==> src/rtl/counter_pkg.sv <==
// Shared FSM state encoding for countdown_timer.
package counter_pkg;

  typedef enum logic [1:0] {
    IDLE   = 2'd0,
    RUN    = 2'd1,
    EXPIRE = 2'd2
  } state_e;

endpackage

==> src/rtl/countdown_timer.sv <==
// Loadable down-counter with a single-cycle expiry pulse; Moore outputs only.
// Optional periodic mode: define COUNTDOWN_TIMER_AUTORELOAD_EN to restart from the last load value.
module countdown_timer
  import counter_pkg::*;
#(
  parameter int WIDTH = 8
) (
  input  logic             clk,
  input  logic             rstn,
  input  logic             clear,
  input  logic             load_valid,
  input  logic [WIDTH-1:0] load_value,
  output logic             load_ready,
  input  logic             decr,
  output logic [WIDTH-1:0] count_reg,
  output logic             busy,
  output logic             done
);

  localparam logic [WIDTH-1:0] ONE = {{(WIDTH-1){1'b0}}, 1'b1};

  state_e           state_q, state_d;
  logic [WIDTH-1:0] count_q, count_d;
`ifdef COUNTDOWN_TIMER_AUTORELOAD_EN
  logic [WIDTH-1:0] reload_q, reload_d;
`endif

  always_comb begin
    state_d = state_q;
    count_d = count_q;
`ifdef COUNTDOWN_TIMER_AUTORELOAD_EN
    reload_d = reload_q;
`endif
    if (clear) begin
      state_d = IDLE;
      count_d = '0;
    end else begin
      unique case (state_q)
        IDLE: begin
          if (load_valid) begin
            count_d = load_value;
`ifdef COUNTDOWN_TIMER_AUTORELOAD_EN
            reload_d = load_value;
`endif
            state_d = (load_value != '0) ? RUN : EXPIRE;
          end
        end
        RUN: begin
          // Leaving RUN on the 1->0 step means the count can never wrap.
          if (decr) begin
            count_d = count_q - ONE;
            if (count_q == ONE) state_d = EXPIRE;
          end
        end
        EXPIRE: begin
`ifdef COUNTDOWN_TIMER_AUTORELOAD_EN
          if (reload_q != '0) begin
            state_d = RUN;
            count_d = reload_q;
          end else begin
            state_d = IDLE;
          end
`else
          state_d = IDLE;
`endif
        end
        default: begin
          state_d = IDLE;
          count_d = '0;
        end
      endcase
    end
  end

  always_ff @(posedge clk or negedge rstn) begin
    if (!rstn) begin
      state_q <= IDLE;
      count_q <= '0;
`ifdef COUNTDOWN_TIMER_AUTORELOAD_EN
      reload_q <= '0;
`endif
    end else begin
      state_q <= state_d;
      count_q <= count_d;
`ifdef COUNTDOWN_TIMER_AUTORELOAD_EN
      reload_q <= reload_d;
`endif
    end
  end

  assign count_reg  = count_q;
  assign load_ready = (state_q == IDLE);
  assign busy       = (state_q != IDLE);
  assign done       = (state_q == EXPIRE);

endmodule

==> config.mk <==
export PLATFORM = sky130hd
export DESIGN_NAME = countdown_timer
export DESIGN_NICKNAME = d
export VERILOG_FILES = /design/src/rtl/counter_pkg.sv /design/src/rtl/countdown_timer.sv
export SDC_FILE = /design/constraint.sdc
export NUM_CORES = 1
export LEC_CHECK = 0
export ABC_AREA = 1
export BUFFER_PORTS_ARGS = -buffer_cell sky130_fd_sc_hd__buf_4
export CORE_AREA = 2 2 56 63
export DETAILED_ROUTE_END_ITERATION = 8
export DIE_AREA = 0 0 58 65
export SLEW_MARGIN = 15
export SYNTH_ARGS = -nofsm -noshare
export SYNTH_HDL_FRONTEND = slang
export SYNTH_SLANG_ARGS = --single-unit
==> constraint.sdc <==
create_clock -name clk -period 1.5 [get_ports clk]
set_clock_uncertainty 0.05 [all_clocks]
set_input_delay 0.15 -clock clk [delete_from_list [all_inputs] [get_ports clk]]
set_output_delay 0.15 -clock clk [all_outputs]
set_load 0.01 [all_outputs]
* Word-level counts from Yosys, hierarchy flattened
Cells that the tools add are included. Widths: inputs -> output; s select.
Operators by class: $add $sub $neg 1, equal/unequal tests 7, mux-type cells 10, reduce and logical (&&, ||, !) cells 5
Operators by type and width (count):
- $mux 8 | 3
- $pmux 8 s3 | 1
- $mux 2 | 5
- $ne 3x3->1 const B | 3
- $eq 8x1->1 const B | 1
- $reduce_bool 8->1 | 1
- $sub 8x1->8 const B | 1
- $reduce_and 3->1 | 2
- $pmux 2 s2 | 1
- $eq 2x1->1 const B | 1
- $eq 2x2->1 const B | 1
- $logic_not 2->1 | 1
- $ne 2x2->1 const B | 1
- $reduce_bool 2->1 | 1
Word-level totals: register bits after elaboration 10, bits of input ports 13, output and inout bits 11, logic and storage cells 25

* Depth between registers and ports, before layout
depth in word-level cells 5, mapped depth 9, depth with buffers taken out 9

* Worst setup path after synthesis
Ideal clock, no wire load.
path type flip-flop to flip-flop, start point register state_q[1], end point register count_q[1], in the netlist count_reg[1], data arrival time 1199 ps, required time 1376 ps, slack 177 ps, stages on the path, launching flop included 9, buffers on the path 1, clock period less this slack 1323 ps, cell sequence dfrtp_1 > nor2_2 > nand2_1 > nand2_2 > inv_2 > nand2_2 > buf_6 > nand2_1 > o21ai_2
Between the ends: word-level cells in the longest chain between the ends 3
RTL lines:
- start: declaration | line countdown_timer.sv:22 | state_e state_q, state_d;
- start signal: assignment | line countdown_timer.sv:83 | state_q <= state_d;
- $logic_not 2->1 *
- named net load_ready | line countdown_timer.sv:13 | output logic load_ready,
- $ne 3x3->1 (no source line) or $pmux 8 s3 (tied branches)
- $reduce_and 3->1 (no source line) or $mux 8 (tied branches)
- end signal: assignment | line countdown_timer.sv:84 | count_q <= count_d;
- end: declaration | line countdown_timer.sv:23 | logic [WIDTH-1:0] count_q, count_d;
Mark *: on every way through the listed nets, which the timed path passes. The rest lies on a longest branch. A chain may end at the register's enable or synchronous reset.

* Final worst setup path
start point register state_q[0], end point output busy
Between the ends: word-level cells in the longest chain between the ends 1
RTL lines:
- $reduce_bool 2->1 | line countdown_timer.sv:93 | assign busy = (state_q != IDLE);
- end: declaration | line countdown_timer.sv:16 | output logic busy,
No other way between the ends.

==> summary by stage <==
Min path
The worst hold path belongs to the class in2reg.

Power
The internal portion of total power is 1.15 mW. The power density of the placed cells is 2050 nW/µm². Of the total power, combinational logic draws 0.678. The reported net switching power is 1.06 mW. The clock network power share is 0.088. Across the VDD grid, the largest voltage drop is 0.000832 V. The leakage power is 0.582 nW. The relative contribution of sequential cells to total power is 0.234. Of the total power, the share spent switching nets is 0.480.

Global route
The global-route wire length before repair is 3550 µm. The via count of the first global-routing pass is 777. Entering global routing, the biggest net connects 11 pins.

The total routing resource utilization after global routing is 0.126. The number of antenna violations at the first check in global routing came to 0. Global routing finished with a remaining overflow of 0.

Placed design
The number of cells after detailed placement is 185. Timing analysis after detailed placement gives a worst setup slack of 0.107 ns. The congestion estimate from routability-driven global placement came to 0.792. The HPWL after detailed placement is 1730 µm. The number of port buffers is 23.

Timing
The number of endpoints failing setup at the final stage is 0. For the finished layout, the period the worst path requires is 1.41 ns. The final sum of negative setup slack is 0 ns.

Based on the critical path, the design can be clocked at up to between 700 and 800 MHz. The final count of hold timing violations is 0. The relative max-transition margin is 0.789. The smallest setup slack after layout is 0.0895 ns.

The final cycle utilization of the critical path is 0.940. Setup repair after global routing left no endpoint under its margin. The final count of pins violating max slew came to 0. The transition time at the pin with the least slew margin is 0.314 ns.

Critical path
The worst setup path is captured at an output port. The worst path arrival time is 1.21 ns. Counting stages on the worst path, the most repeated cell is sky130_fd_sc_hd__buf_4.

The cell with the largest stage delay on the worst path is sky130_fd_sc_hd__dfrtp_1. The type of the worst setup path is reg2out. The cell family with the largest share of critical-path delay is buffers and inverters. In this run the worst path has a maximum fanout of 6. For the worst setup path, the data required time is 1.30 ns. STA classifies the critical path startpoint as a flop. The critical path goes through buf_4 -> nor2_4 -> buf_6 -> inv_2 -> buf_4. The count of buffering cells on the critical path with inverters included is 4.

The highest cell delay on the worst timing path is 0.38 ns.

Floorplanning
The die footprint is 3770 µm². In this run the count of I/O pins placed on the die edge is 24. For this configuration, the core starts out at a cell density of 0.237. The height of the chip is 65 µm.

From left edge to right edge, the die measures 58 µm. The number of placement rows is 22. The total area inside the core boundary comes to 3190 µm².

Logic synthesis
The synthesized area per cell is 6.42 µm². The adder-cell area share of the yosys netlist is 0.0331. The share of the synthesized area in compound gates (AO/OA/AOI/OAI) is 0.116. By area, the combinational part of the netlist is dominated by simple AND/OR/NAND/NOR gates. The synthesized netlist occupies a cell area of around 760 µm². The sequential element share of the synthesized area is 0.331.

During synthesis, Yosys emitted a total of 0 warnings. Counting every net in the synthesized netlist gives between 100 and 150. Of the post-synthesis cell area, the part taken by muxes is 0. Of the total synthesized cell area, the portion taken by XOR and XNOR cells is 0. The synthesized design contains 10 register bits.

In the synthesized netlist, the number of instances is 118. Of the total synthesized cell area, the portion taken by AND, OR, NAND and NOR gates is 0.426. The synthesized netlist contains 19 unique library cells.

Routing
Once detail routing completed, the nets flagged for antenna violations numbered 0. For this run, design rule violations remaining after detail routing come to 0. After detailed routing, the total wire length is approximately 2200 µm. The initial DRC count is 26.

The routed length per instance is 11.4 µm. In the routed layout, each cell is associated on average with a via count of between 4 and 5. Before antenna repair, the detailed router went through 4 iterations. The total number of vias is between 800 and 900.

Clock tree
The count of H-tree levels built during CTS is 1. The number of sinks driven by the clock tree is 10. TritonCTS built the clock tree. Once the clock tree was built, the setup fixing pass inserted 0 buffers. Counting along the longest clock path gives a buffer depth of 2. The number of buffers inserted during clock tree synthesis is 3.

The master cell of the clock root buffer is sky130_fd_sc_hd__clkbuf_4. The worst-skew pair later-pin latency is 0.26 ns. The register clock-pin slew on the reported worst setup and hold paths is about 0.07 ns.

Cells and area
The count of filler cells inserted in the layout is 349. The register with the most flip-flops in the layout has 8 of them. The count of placed standard cells in the final layout, fillers left out is 189. Of the cells placed in the final design, the portion with a size suffix greater than 1 is 0.314. After the last flow step, the layout net total stands at 170. The growth of design area from synthesis to finish is 42.1%. The number of inserted diodes is 0.

Outcome
The run finished with clean final reports.

Run
Across the run, the number of max-cap violations was 0.
[routing by layer]
layer	share of wire	routed length, µm	vias up	track usage
met2	0.46	1000	21	0.197
met3	0.056	120	4	0.0180
met4	0.014	30	0	0.0523
met1	0.46	1000	372	0.170
met5	0	0	-	0
li1	-	-	451	-
[cell type report]
type / count / area, µm² / area share
clock buffer: 3 / 22.5 / 0.0209
inverter: 16 / 60.1 / 0.0558
multi-input combinational: 91 / 443 / 0.412
sequential: 10 / 251 / 0.234
tap: 36 / 45.0 / 0.0419
timing repair buffer: 33 / 254 / 0.236
[power by group through the flow]
stage          Clock, mW  Combinational, mW  Sequential (mW)
2_1_floorplan          0              0.797            0.584
3_3_place_gp           0               1.47            0.516
3_5_place_dp           0               1.47            0.521
4_1_cts            0.202               1.47            0.516
5_1_grt            0.205               1.69            0.538
6_report           0.195               1.50            0.515
[stage by stage]
stage	hold slack, ns	power, mW	utilization	instance area, µm²
finish	0.113	2.21	0.337	1080
global route	0.151	2.44	0.337	1080
CTS	0.109	2.19	0.333	1060
detailed placement	-0.0557	1.99	0.323	1030
global placement	-0.0560	1.98	0.323	1030
floorplan	-0.196	1.38	-	757
[kinds of logic after synthesis]
group	count (synthesis)
simple gates	75
buf+inv	17
fa+ha+maj	2
flops	10
compound gates	14
[cell usage in the layout, fill, tap and decap left out, types with 3 or more instances in the layout]
| cell type | instances |
|---|---|
| sky130_fd_sc_hd__inv_1 | 14 |
| sky130_fd_sc_hd__nand2_2 | 4 |
| sky130_fd_sc_hd__buf_4 | 31 |
| sky130_fd_sc_hd__nand3_1 | 11 |
| sky130_fd_sc_hd__clkbuf_4 | 3 |
| sky130_fd_sc_hd__nand2_1 | 41 |
| sky130_fd_sc_hd__dfrtp_1 | 9 |
| sky130_fd_sc_hd__nor2_1 | 13 |
| sky130_fd_sc_hd__o21ai_0 | 7 |
[worst min-delay path: stages]
cell	delay (ns)
sky130_fd_sc_hd__buf_4	0.08
sky130_fd_sc_hd__a22oi_1	0.06
sky130_fd_sc_hd__o21ai_2	0.10
[synth_stat cells]
cell / number / share of area
sky130_fd_sc_hd__nor2_4: 1 / 0.015
sky130_fd_sc_hd__nand2_2: 4 / 0.033
sky130_fd_sc_hd__a21oi_1: 1 / 0.0066
sky130_fd_sc_hd__nor2_1: 13 / 0.064
sky130_fd_sc_hd__inv_1: 15 / 0.074
sky130_fd_sc_hd__o21bai_1: 1 / 0.0099
sky130_fd_sc_hd__o211ai_1: 1 / 0.0099
sky130_fd_sc_hd__a22oi_1: 2 / 0.020
sky130_fd_sc_hd__inv_2: 1 / 0.0050
sky130_fd_sc_hd__nand3_1: 11 / 0.073
sky130_fd_sc_hd__dfrtp_1: 10 / 0.33
sky130_fd_sc_hd__nand2_1: 41 / 0.20
sky130_fd_sc_hd__nor3_1: 2 / 0.013
sky130_fd_sc_hd__nand4_1: 1 / 0.0083
sky130_fd_sc_hd__o21ai_2: 2 / 0.023
sky130_fd_sc_hd__nor2_2: 2 / 0.017
sky130_fd_sc_hd__buf_6: 1 / 0.015
sky130_fd_sc_hd__o21ai_0: 7 / 0.046
sky130_fd_sc_hd__ha_1: 2 / 0.033
[path summary, 6_finish.rpt]
check                                    from            to  slack, ns  depth (start not counted)
worst min register to register   count_reg[0]  count_reg[0]       0.50                          2
worst max register to register     state_q[1]  count_reg[3]       0.14                          8
worst min-delay path            load_value[1]  count_reg[1]       0.11                          3
max in group asynchronous                rstn  count_reg[0]       1.03                          2
min in group asynchronous                rstn  count_reg[0]       0.21                          2
worst max-delay path               state_q[0]          busy       0.09                          5
[repair_timing]
action,4_1_cts,5_1_grt
resized for setup,0,5
endpoints found under the setup margin,0,3
hold buffers,1,0
hold endpoints to repair,10,0
Power figures use the tool's default switching activity.
